`src/rtl/shift_add_mult_pkg.sv`:
```
// Shared types and constants for the shift-add multiplier.
package shift_add_mult_pkg;

  localparam int MULT_WIDTH = 4;

  typedef enum logic [1:0] {
    IDLE = 2'd0,
    CALC = 2'd1,
    DONE = 2'd2
  } mult_state_t;

endpackage

```
`src/rtl/fourBitAdder.sv`:
```
// Four-bit ripple-carry adder; C[4] is the carry out.
module fourBitAdder (
  input  logic [3:0] A,
  input  logic [3:0] B,
  output logic [4:0] C
);

  logic [4:0] carry;

  assign carry[0] = 1'b0;

  for (genvar i = 0; i < 4; i++) begin : g_fa
    assign C[i]       = A[i] ^ B[i] ^ carry[i];
    assign carry[i+1] = (A[i] & B[i]) | (carry[i] & (A[i] ^ B[i]));
  end

  assign C[4] = carry[4];

endmodule

```
`src/rtl/shift_add_multiplier.sv`:
```
// Sequential unsigned shift-add multiplier with valid/ready on both sides.
// Optional: define SHIFT_ADD_MULT_EARLY_EXIT_EN to stop once the remaining multiplier bits are zero.
module shift_add_multiplier
  import shift_add_mult_pkg::*;
#(
  parameter int WIDTH = MULT_WIDTH
) (
  input  logic               clk,
  input  logic               rst,
  input  logic               in_valid,
  output logic               in_ready,
  input  logic [WIDTH-1:0]   a,
  input  logic [WIDTH-1:0]   b,
  output logic               out_valid,
  input  logic               out_ready,
  output logic [2*WIDTH-1:0] product
);

  localparam int CNT_W = $clog2(WIDTH) + 1;
  localparam logic [CNT_W-1:0] LAST_CNT = CNT_W'(WIDTH - 1);

  if (WIDTH != MULT_WIDTH) begin : g_width_check
    $error("shift_add_multiplier: WIDTH must equal the adder width (4)");
  end

  mult_state_t          state;
  logic [WIDTH-1:0]     mcand;
  logic [2*WIDTH-1:0]   p;
  logic [CNT_W-1:0]     cnt;

  logic [WIDTH:0]       add_sum;
  logic [WIDTH:0]       sum;
  logic [2*WIDTH-1:0]   p_next;
  logic [2*WIDTH-1:0]   result;
  logic                 last_iter;

  fourBitAdder u_adder (
    .A (p[2*WIDTH-1:WIDTH]),
    .B (mcand),
    .C (add_sum)
  );

  // Adder carry lands in P[2W-1] through the shift.
  assign sum    = p[0] ? add_sum : {1'b0, p[2*WIDTH-1:WIDTH]};
  assign p_next = {sum, p[WIDTH-1:1]};

`ifdef SHIFT_ADD_MULT_EARLY_EXIT_EN
  logic [CNT_W-1:0] rem_bits;
  logic [WIDTH-1:0] rem_mask;

  // Look at the multiplier bits still unconsumed after this iteration; once they
  // are all zero the partial product only needs its final alignment shift.
  assign rem_bits  = LAST_CNT - cnt;
  assign rem_mask  = ~({WIDTH{1'b1}} << rem_bits);
  assign last_iter = ((p_next[WIDTH-1:0] & rem_mask) == '0);
  assign result    = p_next >> rem_bits;
`else
  assign last_iter = (cnt == LAST_CNT);
  assign result    = p_next;
`endif

  assign in_ready  = (state == IDLE);
  assign out_valid = (state == DONE);

  // NOTE: state registers use non-blocking assignments and an async reset branch
  // so every flop samples the same pre-edge values and clears without a clock.
  always_ff @(posedge clk or posedge rst) begin
    if (rst) begin
      state   <= IDLE;
      mcand   <= '0;
      p       <= '0;
      cnt     <= '0;
      product <= '0;
    end else begin
      case (state)
        IDLE: begin
          if (in_valid) begin
            mcand <= a;
            p     <= {{WIDTH{1'b0}}, b};
            cnt   <= '0;
            state <= CALC;
          end
        end
        CALC: begin
          p   <= p_next;
          cnt <= cnt + CNT_W'(1);
          if (last_iter) begin
            product <= result;
            state   <= DONE;
          end
        end
        DONE: begin
          if (out_ready) state <= IDLE;
        end
        default: state <= IDLE;
      endcase
    end
  end

endmodule

```
`config.mk`:
```
export PLATFORM = sky130hd
export DESIGN_NAME = shift_add_multiplier
export DESIGN_NICKNAME = d
export VERILOG_FILES = /design/src/rtl/shift_add_mult_pkg.sv /design/src/rtl/fourBitAdder.sv /design/src/rtl/shift_add_multiplier.sv
export SDC_FILE = /design/constraint.sdc
export NUM_CORES = 1
export LEC_CHECK = 0
export CAP_MARGIN = 5
export CORE_MARGIN = 2
export CORE_UTILIZATION = 54
export DETAILED_ROUTE_END_ITERATION = 16
export PLACE_DENSITY = 0.87
export SYNTH_ARGS = -nofsm -noshare
export SYNTH_HDL_FRONTEND = slang
export SYNTH_SLANG_ARGS = --single-unit
```
`constraint.sdc`:
```
create_clock -name clk -period 3.5 [get_ports clk]
set_input_delay 0.7 -clock clk [delete_from_list [all_inputs] [get_ports clk]]
set_output_delay 0.7 -clock clk [all_outputs]
set_load 0.02 [all_outputs]
```
## Word-level counts from Yosys, hierarchy flattened

Index checks and enable logic that the tools add are counted.
Widths: inputs -> output; s select.

- Memory bits (read-only): 0
- Output and inout port bits: 10
- Word-level logic and storage cells: 44
- Bits in latches: 0
- Memories kept: 0
- Register bits: 25
- Bits in writable memories: 0
- Bits of input ports: 12

- Muxes and demuxes: 9
- Equal/unequal tests: 6
- Multipliers: 0
- Reduce and logical (&&, ||, !) cells: 6
- Bitwise gates (word level): 17
- Order comparisons: 0
- $add $sub $neg: 1
- Shift operators: 0
- Div/mod/pow operators: 0

Operator list:

| kind | count |
|---|---|
| $pmux 8 s2 | 1 |
| $mux 8 | 1 |
| $and 1x1->1 | 7 |
| $xor 1x1->1 | 7 |
| $mux 2 | 3 |
| $pmux 2 s3 | 1 |
| $pmux 3 s2 | 1 |
| $reduce_and 2->1 | 3 |
| $mux 5 | 1 |
| $ne 2x2->1 const B | 2 |
| $add 3x1->3 const B | 1 |
| $eq 3x2->1 const B | 1 |
| $mux 3 | 1 |
| $or 1x1->1 | 3 |
| $reduce_and 3->1 | 1 |
| $eq 2x1->1 const B | 1 |
| $eq 2x2->1 const B | 1 |
| $logic_not 2->1 | 1 |
| $ne 2x1->1 const B | 1 |
| $reduce_bool 2->1 | 1 |

## Longest topological paths before layout

- Depth in word-level cells: 9
- Depth in mapped cells: 8
- Gate-level depth less buffers: 8

## Modules after synthesis

From an unflattened synthesis, not the netlist that was laid out.

- Cells, all modules: 106
- Area, all modules: 1187.4 um^2

Modules (own cells, without submodules):

| module | cells each | area each (um^2) | sequential area each (um^2) | times used |
|---|---|---|---|---|
| shift_add_multiplier | 92 | 1077.3 | 625.6 | 1 |
| fourBitAdder | 14 | 110.1 | 0.0 | 1 |

## Worst setup path before layout

Ideal clock, no wire load.

- Kind: reg2reg
- From: register p[4]
- To: register product[6]
- Setup time: 0.130 ns
- Slack: 1.435 ns
- Path buffers: 0
- Stages on the path, launching flop included: 9
- Clock period less this slack: 2.065 ns
- Arrival time: 1.935 ns
- Data required time: 3.370 ns
- Cells stage by stage: dfrtp_1 -> ha_1 -> inv_1 -> fa_1 -> fa_1 -> inv_1 -> fa_1 -> mux2i_1 -> o21ai_0

- Word-level cells in the longest chain between the ends: 7

Ends and longest elaborated chain:

| item | line | text |
|---|---|---|
| from (decl) | shift_add_multiplier.sv:28 | `logic [2*WIDTH-1:0] p;` |
| from (signal assigned) | shift_add_multiplier.sv:79 | `p <= {{WIDTH{1'b0}}, b};` |
| from (signal assigned) | shift_add_multiplier.sv:85 | `p <= p_next;` |
| $and 1x1->1 (2 in a row) | fourBitAdder.sv:14 | `assign carry[i+1] = (A[i] & B[i]) \| (carry[i] & (A[i] ^ B[i]));` |
| $or 1x1->1 | fourBitAdder.sv:14 |  |
| $and 1x1->1 | fourBitAdder.sv:14 |  |
| $or 1x1->1 | fourBitAdder.sv:14 |  |
| $xor 1x1->1 | fourBitAdder.sv:13 | `assign C[i] = A[i] ^ B[i] ^ carry[i];` |
| $mux 5 | shift_add_multiplier.sv:44 | `assign sum = p[0] ? add_sum : {1'b0, p[2*WIDTH-1:WIDTH]};` |
| to (signal assigned) | shift_add_multiplier.sv:88 | `product <= result;` |
| to (decl) | shift_add_multiplier.sv:16 | `output logic [2*WIDTH-1:0] product` |

Every way passes these cells.
A chain may end at the register's enable or synchronous reset.

## Final worst setup path

- From: register state[1]
- To: output port out_valid

- Word-level cells in the longest chain between the ends: 1

Ends and longest elaborated chain:

| item | line | text |
|---|---|---|
| from (decl) | shift_add_multiplier.sv:26 | `mult_state_t state;` |
| from (signal assigned) | shift_add_multiplier.sv:69 | `state <= IDLE;` |
| from (signal assigned) | shift_add_multiplier.sv:81 | `state <= CALC;` |
| from (signal assigned) | shift_add_multiplier.sv:89 | `state <= DONE;` |
| $eq 2x2->1 | shift_add_multiplier.sv:63 | `assign out_valid = (state == DONE);` |
| to (decl) | shift_add_multiplier.sv:14 | `output logic out_valid,` |

Every way passes these cells.

==> results.toml <==
[worst_setup_path]
cp.depth = 3
reg2reg_slack_ps = 1260
path_cells = "nand2b_1 -> inv_1 -> clkdlybuf4s50_1"
cpMaxStageDelayCell = "clkdlybuf4s50_1"
crit_family = "buffers and inverters"
worstPathArrival_ps = 1640
crit_required_ps = 2800
reg2reg_depth = 8
critPathKind = "reg2out"
cp_num_buf_inv = 2
cp_max_fo = 10
worstSetupEndpointType = "output port"
max_stage_delay_ps = 590
worst_setup_path_start_kind = "flip-flop"

[place]
place_area_sq_um = 1390
portBuffers = 21
gp_congestion = 0.820
dpl.hpwl_mm = 1.55
dp_cells = 153

[clock_network]
cts_buffers = 3
cts_root_buffer = "clkbuf_4"
cts_tree = "done"
hold_buffers = 0
clk_latency_ps = 330
post-cts-setup-buffers = 0
cts_buffer_depth = 2
h-tree-depth = 1
cts_sinks = 25
clkSlewWorstSetupHoldPaths_ps = 130
cts.repair.resized = 0

[die]
core_area_sq_um = 2000
start_util_pct = 58.1
die_h_um = 50.4
ios = 22
num_rows = 16
die-width_um = 50.4
die_area_sq_um = 2540

[sta]
fin_crit_ps = 2340
rsz0062_at_grt = "no"
tightest_slew_ps = 897
hold_violations = 0
setup_viol_count_final = 0
min_period_over_period_pct = 66.9
fin_skew_ps = 3.02
holdWs_ps = 495
max_slew_margin_pct = 40.1
slew_violations = 0
setup_tns_ps = 0
timing.fmax_mhz = 427

[route]
wl_per_cell_um = 13.0
drtAntennaViolNets = 0
via_per_inst = 5.22
drc = 0
drt_iter0_drc = 13
drt-total-wl_mm = 2.04
vias = 819
dr.pass1.iters = 4

[synth]
async_flop_share_pct = 100
ys_seq_area_share_pct = 53.8
syn_area_sq_um = 1160
synth.top_cell.area_share_pct = 53.8
synth_edf_count = 0
ys_ff_latch = 25
postSynthAreaPerCell_sq_um = 10.7
ys_warn_count = 0
ys_types = 20
synth_commonest_cells = "25 x dfrtp_1, 17 x nand2_1, 14 x o21ai_0, 9 x inv_1, 6 x mux2_2"
synthFlopType = "dfrtp_1"
yosysTopAreaCell = "dfrtp_1"
yosysMostFrequentCell = "dfrtp_1"
synth_fp_nets = 127
synthTopCellsByArea = "dfrtp_1 54%, o21ai_0 6.0%, mux2_2 5.8%"
syn_inst = 109

[worst_hold_path]
min_path_cells = 2
hold_path_class = "reg2reg"

[finish]
nets = 149
synthToLayoutAreaGrowth_pct = 21.8
stdcell_count = 157
drive_gt1_share_pct = 8.46
num_antenna_cells = 0
fin_area_sq_um = 1420

[global_route]
grt_pass1_vias = 836
grt_pass1_wl_mm = 3.59
grt_max_degree = 26
grt_overflow = 0
grt_usage_pct = 19.7
antenna_found_initial = 0

[job]
cap_violations = 0

[status]
outcome = "complete, no violations"

[pwr]
leakage_uw = 0.000630
power-per-cell-area_nw_per_um2 = 856
vdd_ir_drop_max_uv = 496
[metal layers]
| layer | vias up | routed length [um] | GRT usage [%] |
|---|---|---|---|
| li1 | 408 | - | - |
| met4 | 0 | 81 | 15.8 |
| met1 | 387 | 983 | 25.5 |
| met3 | 7 | 63 | 3.57 |
| met5 | - | 0 | 0 |
| met2 | 17 | 915 | 28.9 |
[registers in the layout (all words and copies together) (netlist names)]
signal and cells:
cnt 3, mcand 4, p 8, product 8
state 2
[power by group]
part	internal, uW	leakage, uW	switching (uW)
Sequential	415	0.000316	103
Clock	44.8	0.0000150	85.9
Combinational	270	0.000299	294
Total	731	0.000630	483
[cells in the final DEF (no fill, tap or decap), types with 5 or more instances in the layout]
master,count
dfrtp_1,25
clkdlybuf4s50_1,21
nand2_1,17
o21ai_0,14
inv_1,9
mux2_2,6
o22ai_1,5
nor2b_1,5
[through the flow]
step	util (%)	setup slack (ps)	power (uW)
2_1_floorplan	-	1440	905
3_3_place_gp	69.5	1380	1070
5_1_grt	70.8	1060	1330
4_1_cts	70.8	1150	1220
3_5_place_dp	69.5	1280	1100
6_report	70.8	1160	1210
[path summary, 6_finish.rpt]
kind | startpoint | end
max in group asynchronous | rst | mcand[0]
min in group asynchronous | rst | state[1]
min | product[7] | product[7]
min reg2reg | product[7] | product[7]
max | state[1] | out_valid
max reg2reg | p[4] | p[6]
[cells by family (layout without fill, tap and decap cells)]
logic type	Yosys count	count (layout)	synth area share [%]
AO/OA/AOI/OAI	27	27	13.4
adder cells (fa/ha/maj)	6	6	8.39
buffers and inverters	14	35	4.95
multiplexers	8	8	7.53
flip-flops	25	25	53.8
AND/OR/NAND/NOR	29	29	11.9
[worst reg2reg max path, cell delays in order (launching register included)]
cell	delay (ps)
dfrtp_1	390
ha_1	150
inv_1	50
fa_1	370
fa_1	370
inv_1	80
fa_1	410
mux2i_1	200
o22ai_1	110
[area by class of cell]
type | instances | area (sq um)
inverter | 9 | 33.8
timing repair buffer | 22 | 218
sequential | 25 | 626
multi-input combinational | 70 | 480
tap | 27 | 33.8
clock buffer | 4 | 26.3
fill | 145 | 584
Power figures use the tool's default switching activity.
==> edit 1 (same settings) <==
Re-encode `mult_state_t` (3 states) as one-hot, 3 bits wide.
--- a/src/rtl/shift_add_mult_pkg.sv
+++ b/src/rtl/shift_add_mult_pkg.sv
@@ -4,8 +4,8 @@
   localparam int MULT_WIDTH = 4;
 
-  typedef enum logic [1:0] {
-    IDLE = 2'd0,
-    CALC = 2'd1,
-    DONE = 2'd2
+  typedef enum logic [2:0] {
+    IDLE = 3'b001,
+    CALC = 3'b010,
+    DONE = 3'b100
   } mult_state_t;
 
Check against the original RTL: no difference found for any inputs over 10 cycles, from zero or initial values and one cycle with rst high; not proved beyond that.
==> edit 1 against the original RTL <==
Fmax is 5.8% lower. Sequential cell count up 1. Highest routed layer unchanged. Largest power group is now registers. Design area increased by 1.9%. Critical endpoint is now in_ready. Total power decreased by 11%. Setup slack got worse by 0.15 ns. Synthesized area is 2.7% higher. Clock skew grew 0.0048 ns. Non-clock buffer count decreased by 1. Utilization decreased by 3.5 points. Routed wire length rose by 9.9%. Sequential share of layout area is 0.98 points higher.
==> edit 1: results (changes against the original RTL) <==
cells_and_area:
  final_nets: 145  # -2.7%
  seq_area_um2: 652  # +4.2%
  final_layout_size_suffix_gt1_frac: 0.0952  # +0.0106
  n_fill_cell: 185  # +28%
synth:
  yosys-top-cells-count: "dfrtp_1, nand2_1, inv_1, o21ai_0, o22ai_1"
  synth_area_leaders: "dfrtp_1, nand2_1, fa_1, ha_1, o22ai_1"
  synth_fa_ha_area_frac: 0.0817  # -0.00220
  synth_nets: 123  # -3.1%
  yosysSeqAreaShare: 0.546  # +0.00792
  synth_cells: 105  # -3.7%
  yosys.cell_types.count: 28  # +40%
  synth_compound_area_frac: 0.110  # -0.0245
  muxShareOfSynthArea: 0.0534  # -0.0219
pwr:
  power.share.sequential: 0.459  # +0.032
  p_leak_nw: 0.647  # +2.7%
  clockPowerShare: 0.136  # +0.028
  p_seq_mw: 0.495  # -4.4%
  switchingPower_mw: 0.402  # -17%
  peakVddDrop_mv: 0.449  # -9.5%
  power_leader: "registers"
global_route:
  grt_pass1_wl_um: 3840  # +7.1%
  met2_usage: 0.333  # +0.0439
  grtUsageTotal: 0.202  # +0.00551
  use_met3: 0.0292  # -0.00647
  grt_max_degree: 27  # +3.8%
  use_met1: 0.281  # +0.0259
  grt_pass1_vias: 810  # -3.1%
setup_path:
  crit_arrival_ns: 1.79  # +0.15 ns
  path_max_fanout: 7  # -3
  critPathSlowestCell: "clkdlybuf4s50_1"
  slowest_delay_ns: 0.64  # +0.05 ns
place:
  dp_hpwl_um: 1680  # +8.3%
  place_congestion: 0.756  # -7.8%
  place_area_mm2: 0.00141  # +1.3%
  place_worst_setup_slack_ns: 1.25  # -0.0333 ns
routing:
  drt_wl_total_um: 2250  # +9.9%
  drt_iter0_markers: 11  # -2
  drt-wirelength-per-cell_um: 14.6  # +12%
  avgViaCountPerCell: 5.41  # +3.7%
clock_network:
  clkSlewWorstSetupHoldPaths_ns: 0.13  # about the same
  clock_latency_ns: 0.31  # -0.02 ns
timing:
  fin_skew_ns: 0.00786  # +0.00484 ns
  slew_headroom: 0.356  # -0.0451
outcome:
  outcome: "complete, no violations"
==> edit 1: kinds of logic after synthesis <==
group,count (synthesis)
DFF,26
and+or+nand+nor,34
muxes,6
AOI/OAI and AO/OA,21
buffers and inverters,12
adders and majority gates,6
==> edit 1: final timing paths <==
check	slack, ns	startpoint	cells after the start	endpoint
hold / removal	0.50	product[6]	2	product[6]
hold reg to reg	0.50	product[6]	2	product[6]
setup / recovery	1.01	state[0]	2	in_ready
max in group asynchronous	2.01	rst	2	p[7]
setup reg to reg	1.20	p[4]	8	p[6]
min in group asynchronous	0.90	rst	2	mcand[0]
==> edit 1: final cells by class <==
class                           count  share of cell area
Timing Repair Buffer               21               0.145
Multi-Input combinational cell     67               0.333
Clock buffer                        4              0.0251
Inverter                            8              0.0208
Tap cell                           28              0.0242
Sequential cell                    26               0.451
==> edit 1: routing by layer <==
layer  part of all wire  vias to the layer above
met2               0.51                       18
li1                   -                      401
met3              0.035                        2
met5                  0                        -
met4             0.0053                        0
met1               0.45                      412
==> edit 2 (same settings) <==
Made on the original files. Build with the macro `SHIFT_ADD_MULT_EARLY_EXIT_EN` defined.
--- a/src/rtl/shift_add_multiplier.sv
+++ b/src/rtl/shift_add_multiplier.sv
@@ -1,4 +1,6 @@
 // Sequential unsigned shift-add multiplier with valid/ready on both sides.
 // Optional: define SHIFT_ADD_MULT_EARLY_EXIT_EN to stop once the remaining multiplier bits are zero.
+`define SHIFT_ADD_MULT_EARLY_EXIT_EN
+
 module shift_add_multiplier
   import shift_add_mult_pkg::*;
Function: changed (Yosys sat finds a counterexample within 4 cycles, from zero or initial values and one cycle with rst high).
==> edit 2 against the original RTL <==
Routed wire length increased by 68%. Total power increased by 40%. Synthesized area increased by 33%. Design area increased by 27%. Setup slack got worse by 0.57 ns. Sequential cell count unchanged. Critical path depth increased by 6. Critical path type is now flip-flop to flip-flop. Critical endpoint is now product[0]. Largest power group unchanged. Highest routed layer unchanged.
==> edit 2: results (changes against the original RTL) <==
outcome:
  outcome: "complete, no violations"
place:
  placed_cells: 207  # +35%
  place_congestion: 0.846  # +3.2%
  place_area_mm2: 0.00177  # +27%
  place_worst_setup_slack_ns: 0.653  # -0.627 ns
  dp_hpwl_um: 2440  # +57%
routing:
  first_pass_iters: 4  # unchanged
  avgViaCountPerCell: 6.12  # +17%
  num_vias: 1291  # +58%
  drt_iter0_markers: 65  # +52
  drt-wirelength-per-cell_um: 16.3  # +25%
global_route:
  grt_pass1_vias: 1196  # +43%
  grt_max_degree: 26  # unchanged
  grt_pass1_wl_um: 5840  # +63%
  grtUsageTotal: 0.227  # +0.0301
  antenna_found_initial: 0  # unchanged
clock_network:
  clock_latency_ns: 0.33  # about the same
  htree_levels: 1  # unchanged
  clkSlewWorstSetupHoldPaths_ns: 0.14
  cts_buffers: 3  # unchanged
  cts.repair.resized: 0  # unchanged
setup_path:
  r2r_slack_ns: 0.59  # -0.67 ns
  r2r_cells: 9  # +1
  path_max_fanout: 4  # -6
  crit_arrival_ns: 3.18  # +1.54 ns
  crit_family: "adder cells"
  critPathSlowestCell: "fa_1"
  slowest_delay_ns: 0.46  # -0.13 ns
pwr:
  p_leak_nw: 0.763  # +21%
  peakVddDrop_mv: 0.759  # +53%
  swShare: 0.471  # +0.0726
synth:
  yosys-top-cells-count: "dfrtp_1, nand2_1, o21ai_0, inv_1, nand3_1"
  synth_cells: 162  # +49%
  yosys.cell_types.count: 40  # +100%
  synth_top_area_frac: 0.405  # -0.133
  synth_nets: 181  # +43%
  synth_area_leaders: "dfrtp_1, nand2_1, o21ai_0, fa_1, ha_1"
  synthArstFlopShare: 1.00  # unchanged
  yosysSeqAreaShare: 0.405  # -0.133
cells_and_area:
  n_fill_cell: 226  # +56%
  final_nets: 200  # +34%
  final_layout_size_suffix_gt1_frac: 0.0889  # +0.00427
worst_hold_path:
  worstHoldStart: "mcand[0]"
  hold_depth: 2  # unchanged
  hold_path.class: "flip-flop to flip-flop"
timing:
  fin_hold_ws_ns: 0.534  # +0.0382 ns
  fin_skew_ns: 0.00318  # +0.000166 ns
  period_minus_slack_ns: 2.91  # +0.569 ns
  slew_headroom: 0.359  # -0.0418
[edit 2: changes by cell type after synthesis, moves of 4 or more]
cell / before / now
a31oi_1: 0 / 5
nand2_1: 17 / 25
clkbuf_1: 1 / 6
o22ai_1: 5 / 0
nand3_1: 0 / 7
nand2b_1: 2 / 6
o211ai_1: 0 / 5
[edit 2: final timing paths]
check | endpoint
hold reg to reg | mcand[0]
setup / recovery | product[0]
hold / removal | mcand[0]
min in group asynchronous | product[0]
max in group asynchronous | mcand[0]
setup reg to reg | product[0]
[edit 2: cell type report]
type | count | area, um^2 | share of cell area
multi-input combinational | 120 | 853 | 0.475
sequential | 25 | 626 | 0.348
timing repair buffer | 22 | 218 | 0.121
tap | 31 | 38.8 | 0.0216
inverter | 9 | 33.8 | 0.0188
clock buffer | 4 | 26.3 | 0.0146
[edit 2: power groups by stage]
stage / sequential, mW / combinational, mW / clock (mW)
after detailed placement: 0.599 / 0.954 / 0
after global placement: 0.585 / 0.924 / 0
final: 0.598 / 0.967 / 0.138
after CTS: 0.594 / 0.963 / 0.138
after global routing: 0.622 / 1.07 / 0.145
after floorplan: 0.558 / 0.719 / 0
[edit 2: cell families (layout without fill, tap and decap cells)]
group / after synthesis / in the layout / share of synthesized area
simple gates: 59 / 59 / 0.188
compound gates: 44 / 44 / 0.196
buf+inv: 17 / 35 / 0.0429
fa+ha+maj: 7 / 7 / 0.0713
flops: 25 / 25 / 0.405
mux: 10 / 10 / 0.0972
[edit 2: metal layers]
metal / up-vias / track usage / routed length, um
met5: - / 0 / 0
met3: 9 / 0.0317 / 210
met2: 42 / 0.354 / 1660
li1: 619 / - / -
met1: 621 / 0.319 / 1500
met4: 0 / 0.0930 / 77
